--- config.mk ---
export PLATFORM = sky130hd
export DESIGN_NAME = vmem_fill_ctrl
export DESIGN_NICKNAME = d
export VERILOG_FILES = /design/src/rtl/vmem_fill_ctrl_pkg.sv /design/src/rtl/vmem_fill_ctrl_fill_cursor.sv /design/src/rtl/vmem_fill_ctrl.sv
export SDC_FILE = /design/constraint.sdc
export NUM_CORES = 1
export LEC_CHECK = 0
export ABC_AREA = 1
export BUFFER_PORTS_ARGS = -buffer_cell sky130_fd_sc_hd__clkbuf_2
export CAP_MARGIN = 30
export CORE_AREA = 2 2 132 134
export DETAILED_ROUTE_END_ITERATION = 12
export DIE_AREA = 0 0 134 136
export GPL_TIMING_DRIVEN = 0
export HOLD_SLACK_MARGIN = 0.1
export MAX_ROUTING_LAYER = met4
export PLACE_DENSITY_LB_ADDON = 0.15
export SYNTH_ARGS = -nofsm -noshare
export SYNTH_HDL_FRONTEND = slang
export SYNTH_SLANG_ARGS = --single-unit
--- constraint.sdc ---
create_clock -name clk_i -period 1.9 [get_ports clk_i]
set_input_delay 0 -clock clk_i [delete_from_list [all_inputs] [get_ports clk_i]]
set_output_delay 0 -clock clk_i [all_outputs]
set_load 0.05 [all_outputs]
--- src/rtl/vmem_fill_ctrl_pkg.sv ---
// rtl/vmem_fill_ctrl_pkg.sv - shared constants and types for the vmem rectangle-fill engine
package vmem_fill_ctrl_pkg;

  localparam int COORD_W           = 8;
  localparam int MAX_COORD_DEFAULT = 239;

  localparam logic [2:0] REG_P0     = 3'd0;
  localparam logic [2:0] REG_P1     = 3'd1;
  localparam logic [2:0] REG_COLOR  = 3'd2;
  localparam logic [2:0] REG_CTRL   = 3'd3;
  localparam logic [2:0] REG_STATUS = 3'd4;
  localparam logic [2:0] REG_COUNT  = 3'd5;

  localparam int CTRL_START    = 0;
  localparam int CTRL_ABORT    = 1;
  localparam int CTRL_CLR_DONE = 2;

  localparam int STAT_BUSY = 0;
  localparam int STAT_DONE = 1;

  typedef enum logic [1:0] {
    ST_IDLE = 2'd0,
    ST_FILL = 2'd1,
    ST_DONE = 2'd2
  } state_t;

  function automatic logic [COORD_W-1:0] clamp_coord(input logic [COORD_W-1:0] v,
                                                     input logic [COORD_W-1:0] max_c);
    return (v > max_c) ? max_c : v;
  endfunction

endpackage

--- src/rtl/vmem_fill_ctrl_fill_cursor.sv ---
// rtl/vmem_fill_ctrl_fill_cursor.sv - raster x/y cursor over a latched rectangle
module vmem_fill_ctrl_fill_cursor
  import vmem_fill_ctrl_pkg::*;
(
  input  logic               clk,
  input  logic               rst_n,
  input  logic               load,
  input  logic               en,
  input  logic [COORD_W-1:0] x0,
  input  logic [COORD_W-1:0] y0,
  input  logic [COORD_W-1:0] x1,
  input  logic [COORD_W-1:0] y1,
  output logic [COORD_W-1:0] cx,
  output logic [COORD_W-1:0] cy,
  output logic               last
);

  logic [COORD_W-1:0] x0_q, x1_q, y1_q;

  always_ff @(posedge clk) begin
    if (!rst_n) begin
      x0_q <= '0;
      x1_q <= '0;
      y1_q <= '0;
      cx   <= '0;
      cy   <= '0;
    end else if (load) begin
      x0_q <= x0;
      x1_q <= x1;
      y1_q <= y1;
      cx   <= x0;
      cy   <= y0;
    end else if (en) begin
      if (cx == x1_q) begin
        cx <= x0_q;
        cy <= cy + COORD_W'(1);
      end else begin
        cx <= cx + COORD_W'(1);
      end
    end
  end

  assign last = (cx == x1_q) && (cy == y1_q);

endmodule

--- src/rtl/vmem_fill_ctrl.sv ---
// rtl/vmem_fill_ctrl.sv - rectangle-fill engine, register file and vmem write-port arbiter
module vmem_fill_ctrl
  import vmem_fill_ctrl_pkg::*;
#(
  parameter int MAX_COORD  = MAX_COORD_DEFAULT,
  parameter int ADDR_WIDTH = 16
) (
  input  logic                  clk_i,
  input  logic                  rst_ni,
  input  logic                  cpu_we_i,
  input  logic [ADDR_WIDTH-1:0] cpu_addr_i,
  input  logic [15:0]           cpu_wdata_i,
  input  logic                  reg_we_i,
  input  logic [2:0]            reg_addr_i,
  input  logic [31:0]           reg_wdata_i,
  output logic [31:0]           reg_rdata_o,
  output logic                  vmem_we_o,
  output logic [ADDR_WIDTH-1:0] vmem_addr_o,
  output logic [15:0]           vmem_wdata_o,
  output logic                  busy_o,
  output logic                  done_o
);

  localparam logic [COORD_W-1:0] MAX_C = COORD_W'(MAX_COORD);

  state_t             state;
  logic [15:0]        p0, p1, color;
  logic [16:0]        count;
  logic               done_sticky;
  logic [31:0]        rdata_next;
  logic [COORD_W-1:0] cx, cy, x0c, y0c, x1c, y1c;
  logic               last, ctrl_wr, start, abort, clr_done, load, degenerate, grant;
  logic               unused_wdata;

  assign unused_wdata = ^reg_wdata_i[31:16];

  assign ctrl_wr  = reg_we_i && (reg_addr_i == REG_CTRL);
  assign start    = ctrl_wr && reg_wdata_i[CTRL_START];
  assign abort    = ctrl_wr && reg_wdata_i[CTRL_ABORT];
  assign clr_done = ctrl_wr && reg_wdata_i[CTRL_CLR_DONE];

  assign x0c = clamp_coord(p0[7:0],  MAX_C);
  assign y0c = clamp_coord(p0[15:8], MAX_C);
  assign x1c = clamp_coord(p1[7:0],  MAX_C);
  assign y1c = clamp_coord(p1[15:8], MAX_C);

  // ABORT in the same write suppresses START even from IDLE
  assign load       = (state == ST_IDLE) && start && !abort;
  assign degenerate = (x0c > x1c) || (y0c > y1c);
  assign grant      = (state == ST_FILL) && !cpu_we_i;

  vmem_fill_ctrl_fill_cursor u_cursor (
    .clk   (clk_i),
    .rst_n (rst_ni),
    .load  (load),
    .en    (grant),
    .x0    (x0c),
    .y0    (y0c),
    .x1    (x1c),
    .y1    (y1c),
    .cx    (cx),
    .cy    (cy),
    .last  (last)
  );

  always_comb begin
    rdata_next = '0;
    case (reg_addr_i)
      REG_P0:     rdata_next[15:0] = p0;
      REG_P1:     rdata_next[15:0] = p1;
      REG_COLOR:  rdata_next[15:0] = color;
      REG_STATUS: begin
        rdata_next[STAT_BUSY] = (state == ST_FILL);
        rdata_next[STAT_DONE] = done_sticky;
      end
      REG_COUNT:  rdata_next[16:0] = count;
      default:    rdata_next = '0;
    endcase
  end

  always_ff @(posedge clk_i) begin
    if (!rst_ni) begin
      state       <= ST_IDLE;
      p0          <= '0;
      p1          <= '0;
      color       <= '0;
      count       <= '0;
      done_sticky <= 1'b0;
      reg_rdata_o <= '0;
    end else begin
      reg_rdata_o <= rdata_next;

      if (reg_we_i && (state != ST_FILL)) begin
        case (reg_addr_i)
          REG_P0:    p0    <= reg_wdata_i[15:0];
          REG_P1:    p1    <= reg_wdata_i[15:0];
          REG_COLOR: color <= reg_wdata_i[15:0];
          default:   ;
        endcase
      end

      // completion sets the sticky bit even against a simultaneous CLR_DONE
      if (clr_done)          done_sticky <= 1'b0;
      if (state == ST_DONE)  done_sticky <= 1'b1;

      case (state)
        ST_IDLE: begin
          if (load) begin
            count       <= '0;
            done_sticky <= 1'b0;
            state       <= degenerate ? ST_DONE : ST_FILL;
          end
        end
        ST_FILL: begin
          if (grant) count <= count + 17'd1;
          if (abort)              state <= ST_IDLE;
          else if (grant && last) state <= ST_DONE;
        end
        ST_DONE: state <= ST_IDLE;
        default: state <= ST_IDLE;
      endcase
    end
  end

  always_comb begin
    vmem_we_o    = rst_ni && (cpu_we_i || (state == ST_FILL));
    vmem_addr_o  = cpu_we_i ? cpu_addr_i  : ADDR_WIDTH'({cy, cx});
    vmem_wdata_o = cpu_we_i ? cpu_wdata_i : color;
  end

  assign busy_o = (state == ST_FILL);
  assign done_o = (state == ST_DONE);

endmodule
==> flow_metrics.tcl <==
set metrics [dict create \
    grt_antenna_before_repair 0 \
    yosysWarnings 0 \
    fp.dieW_microns 134 \
    initialDrtViolationCount 576 \
    maxSlewViolCount 0 \
    path_class "reg2reg" \
    rows 48 \
    synth_area_leaders "dfxtp_1 38%, nand2_1 11%, o21ai_0 8.3%" \
    synth_seq_cells 125 \
    rsz0062_at_grt "true" \
    clkTransAtPathRegs_ns 0.06 \
    ys_seq_area_share_pct 37.84 \
    port-buffer-count 106 \
    die_area_sq_um 18220 \
    die_h_microns 136 \
    clockBufferDepth 2 \
    synthesis.area_sq_um 6614 \
    fmax_mhz 515.1 \
    fillers 1681 \
    async_flop_share_pct 0 \
    leakage_nw 3.791 \
    regArea_sq_um 2521 \
    viasPerCell 5.021 \
    syn_area_per_cell_sq_um 6.694 \
    grt_use_total_pct 25.73 \
    nNetsFinal 1253 \
    total_power_w 0.007008 \
    yosysUniqueCellTypes 32 \
    crit_required_ns 2.22 \
    grt_pass1_wl_microns 34720 \
    netlist_top_cells_count "191 x nand2_1, 127 x inv_1, 125 x dfxtp_1" \
    synth_most_common_cell "nand2_1" \
    dp_hpwl_microns 16940 \
    status "finished, violations left" \
    clk_latency_ns 0.43 \
    finalSetupViolCount 1 \
    fin_skew_ns 0.008115 \
    post-route-period-util_pct 102.2 \
    min_path_type "in2reg" \
    core-area_sq_um 16880 \
    syn_inst 988 \
    crit_path_frequent_cell "nor2_1" \
    hold_depth 6 \
    wl_microns 22350 \
    multiInputGateArea_sq_um 3626 \
    synth_enable_flop_cells 0 \
    grt_remaining_overflow 0 \
    cp_slowest_cell "dfxtp_2" \
    max_stage_delay_ns 0.35 \
    n_antenna_cell 0 \
    violations "negative setup slack" \
    cts_tree "built" \
    detail-route-antenna-nets 0 \
    synthMuxAreaShare_pct 0 \
    route.detailed.drc 0 \
    root_buffer "clkbuf_16" \
    max_slew_margin_pct 56.96 \
    powerDensity_nw_per_um2 803.6 \
    yosys.area.top_type_share_pct 37.84 \
    arrival_ns 2.26 \
    wl_per_cell_microns 15.95 \
    grt_max_degree 19 \
    synth-simple-area-share_pct 24.71 \
    whs_ns 0.1262 \
    clock_sink_count 125 \
    cp-start-kind "register" \
    synth-compound-area-share_pct 20.05 \
    synth_xor_area_share_pct 1.589 \
    synthAdderAreaFrac_pct 3.594 \
    path_cells "inv_4 -> nor4_4 -> buf_4 -> buf_6 -> nor2_4 -> inv_2 -> ha_4 -> nand2_1 -> a21oi_1 -> nor2_1 -> nand2_1 -> nand2_2 -> nand2_2 -> nor2_1 -> nor2_1 -> nor2_1" \
    crit_fanout 2 \
    synth_flop_cell "dfxtp_1" \
    hold_viol 0 \
    initial_core_util_pct 39.19 \
    drtPass1Iterations 5 \
    place.gp.congestion 0.8929 \
    drive_gt1_share_pct 22.96 \
    yosysTopAreaCell "dfxtp_1" \
    end_kind "register" \
    period_needed_ns 1.941 \
    cts_buffers 17 \
    ios 138 \
    synthToLayoutAreaGrowth_pct 31.86 \
    reg2reg_depth 16 \
    first_global_vias 6478 \
    worst_pin_slew_ns 0.6456 \
    ir_drop_v 0.0006714 \
    maxCapViolCount 0 \
    dr_total_vias 7035 \
    htreeDepth 4 \
    worst_slack_ns -0.04143 \
    synth_top_family_by_area "simple AND/OR/NAND/NOR gates" \
]
[repair_timing]
action / CTS / global route
pin swaps: 6 / 21
hold endpoints to repair: 51 / 0
hold buffers: 17 / 0
resized for setup: 25 / 85
endpoints found under the setup margin: 26 / 65
buffers inserted: 12 / 8
[per-layer routing]
layer | up-vias | part of all wire, % | GRT usage [%]
li1 | 3559 | - | -
met1 | 3243 | 44 | 32.10
met2 | 200 | 48 | 41.97
met3 | 33 | 5.6 | 4.698
met4 | 0 | 2.6 | 9.043
met5 | - | 0 | -
[kinds of logic (layout without fill, tap and decap cells)]
logic type	count (synthesis)	after routing
adder cells (fa/ha/maj)	19	19
buffers and inverters	197	371
AND/OR/NAND/NOR	389	389
flip-flops	125	125
XOR/XNOR	12	12
AO/OA/AOI/OAI	245	245
other	1	15
[critical path, delay by kind of cell, from the launching register on]
family	cells	cell delay, ns
buffers and inverters	4	0.37
adder cells (fa/ha/maj)	1	0.14
flip-flops	1	0.35
AO/OA/AOI/OAI	1	0.14
AND/OR/NAND/NOR	10	0.84
[state kept, by name, summed over array words and instances, names as in the netlist, 16 cells and up]
register,cells
color,16
p1,16
reg_rdata_o,17
p0,16
count,17
[layout make-up]
class / count / area share, %
multi-input cells: 680 / 41.58
flip-flops and latches: 125 / 28.91
repair buffers: 143 / 9.971
inverters: 137 / 6.083
clock buffers: 19 / 5.079
plain buffers: 59 / 3.515
well taps: 225 / 3.228
clock inverters: 13 / 1.636
[path summary, 6_finish.rpt]
kind,slack (ns),end,start
worst max register to register,-0.04,state[0],p1[13]
worst max-delay path,-0.04,state[0],p1[13]
worst min register to register,0.47,u_cursor.x1_q[5],u_cursor.x1_q[5]
worst min-delay path,0.13,done_sticky,reg_we_i
[per-stage QoR]
step	util, %	std cells	setup TNS [ns]	setup WS [ns]	area [sq um]
2_1_floorplan	-	1002	0	0.08420	6679
3_3_place_gp	44.39	1333	-2.283	-0.1765	7491
3_5_place_dp	44.39	1333	-2.834	-0.2162	7491
4_1_cts	49.67	1393	0	0.0009530	8383
5_1_grt	51.68	1401	-0.2632	-0.1407	8721
6_report	51.68	1401	-0.04143	-0.04143	8721
[cells in the final DEF (no fill, tap or decap), types with 4 or more instances in the layout]
cell	count
inv_2	14
nor2_2	7
o21ai_1	12
nand2_2	9
buf_4	31
clkinv_2	4
nand3_1	31
dfxtp_1	112
xor2_1	10
conb_1	15
a221oi_1	14
clkbuf_1	33
o21ai_0	109
clkbuf_16	17
nor2_4	9
nor2_1	107
clkbuf_2	113
nor3_1	11
clkinv_4	5
o22ai_1	24
nand4_1	19
nand2_1	180
ha_1	11
a21oi_1	74
dfxtp_2	12
ha_4	8
a21oi_2	4
dlygate4sd3_1	17
inv_4	6
buf_6	6
inv_1	116
[power breakdown]
group / switching (W) / leakage [nW] / internal (W)
clock network: 0.00128 / 0.283 / 0.00197
logic: 0.000711 / 2.49 / 0.000321
registers: 0.0000469 / 1.02 / 0.00268
Note: power is estimated with default switching activity, not from simulation.
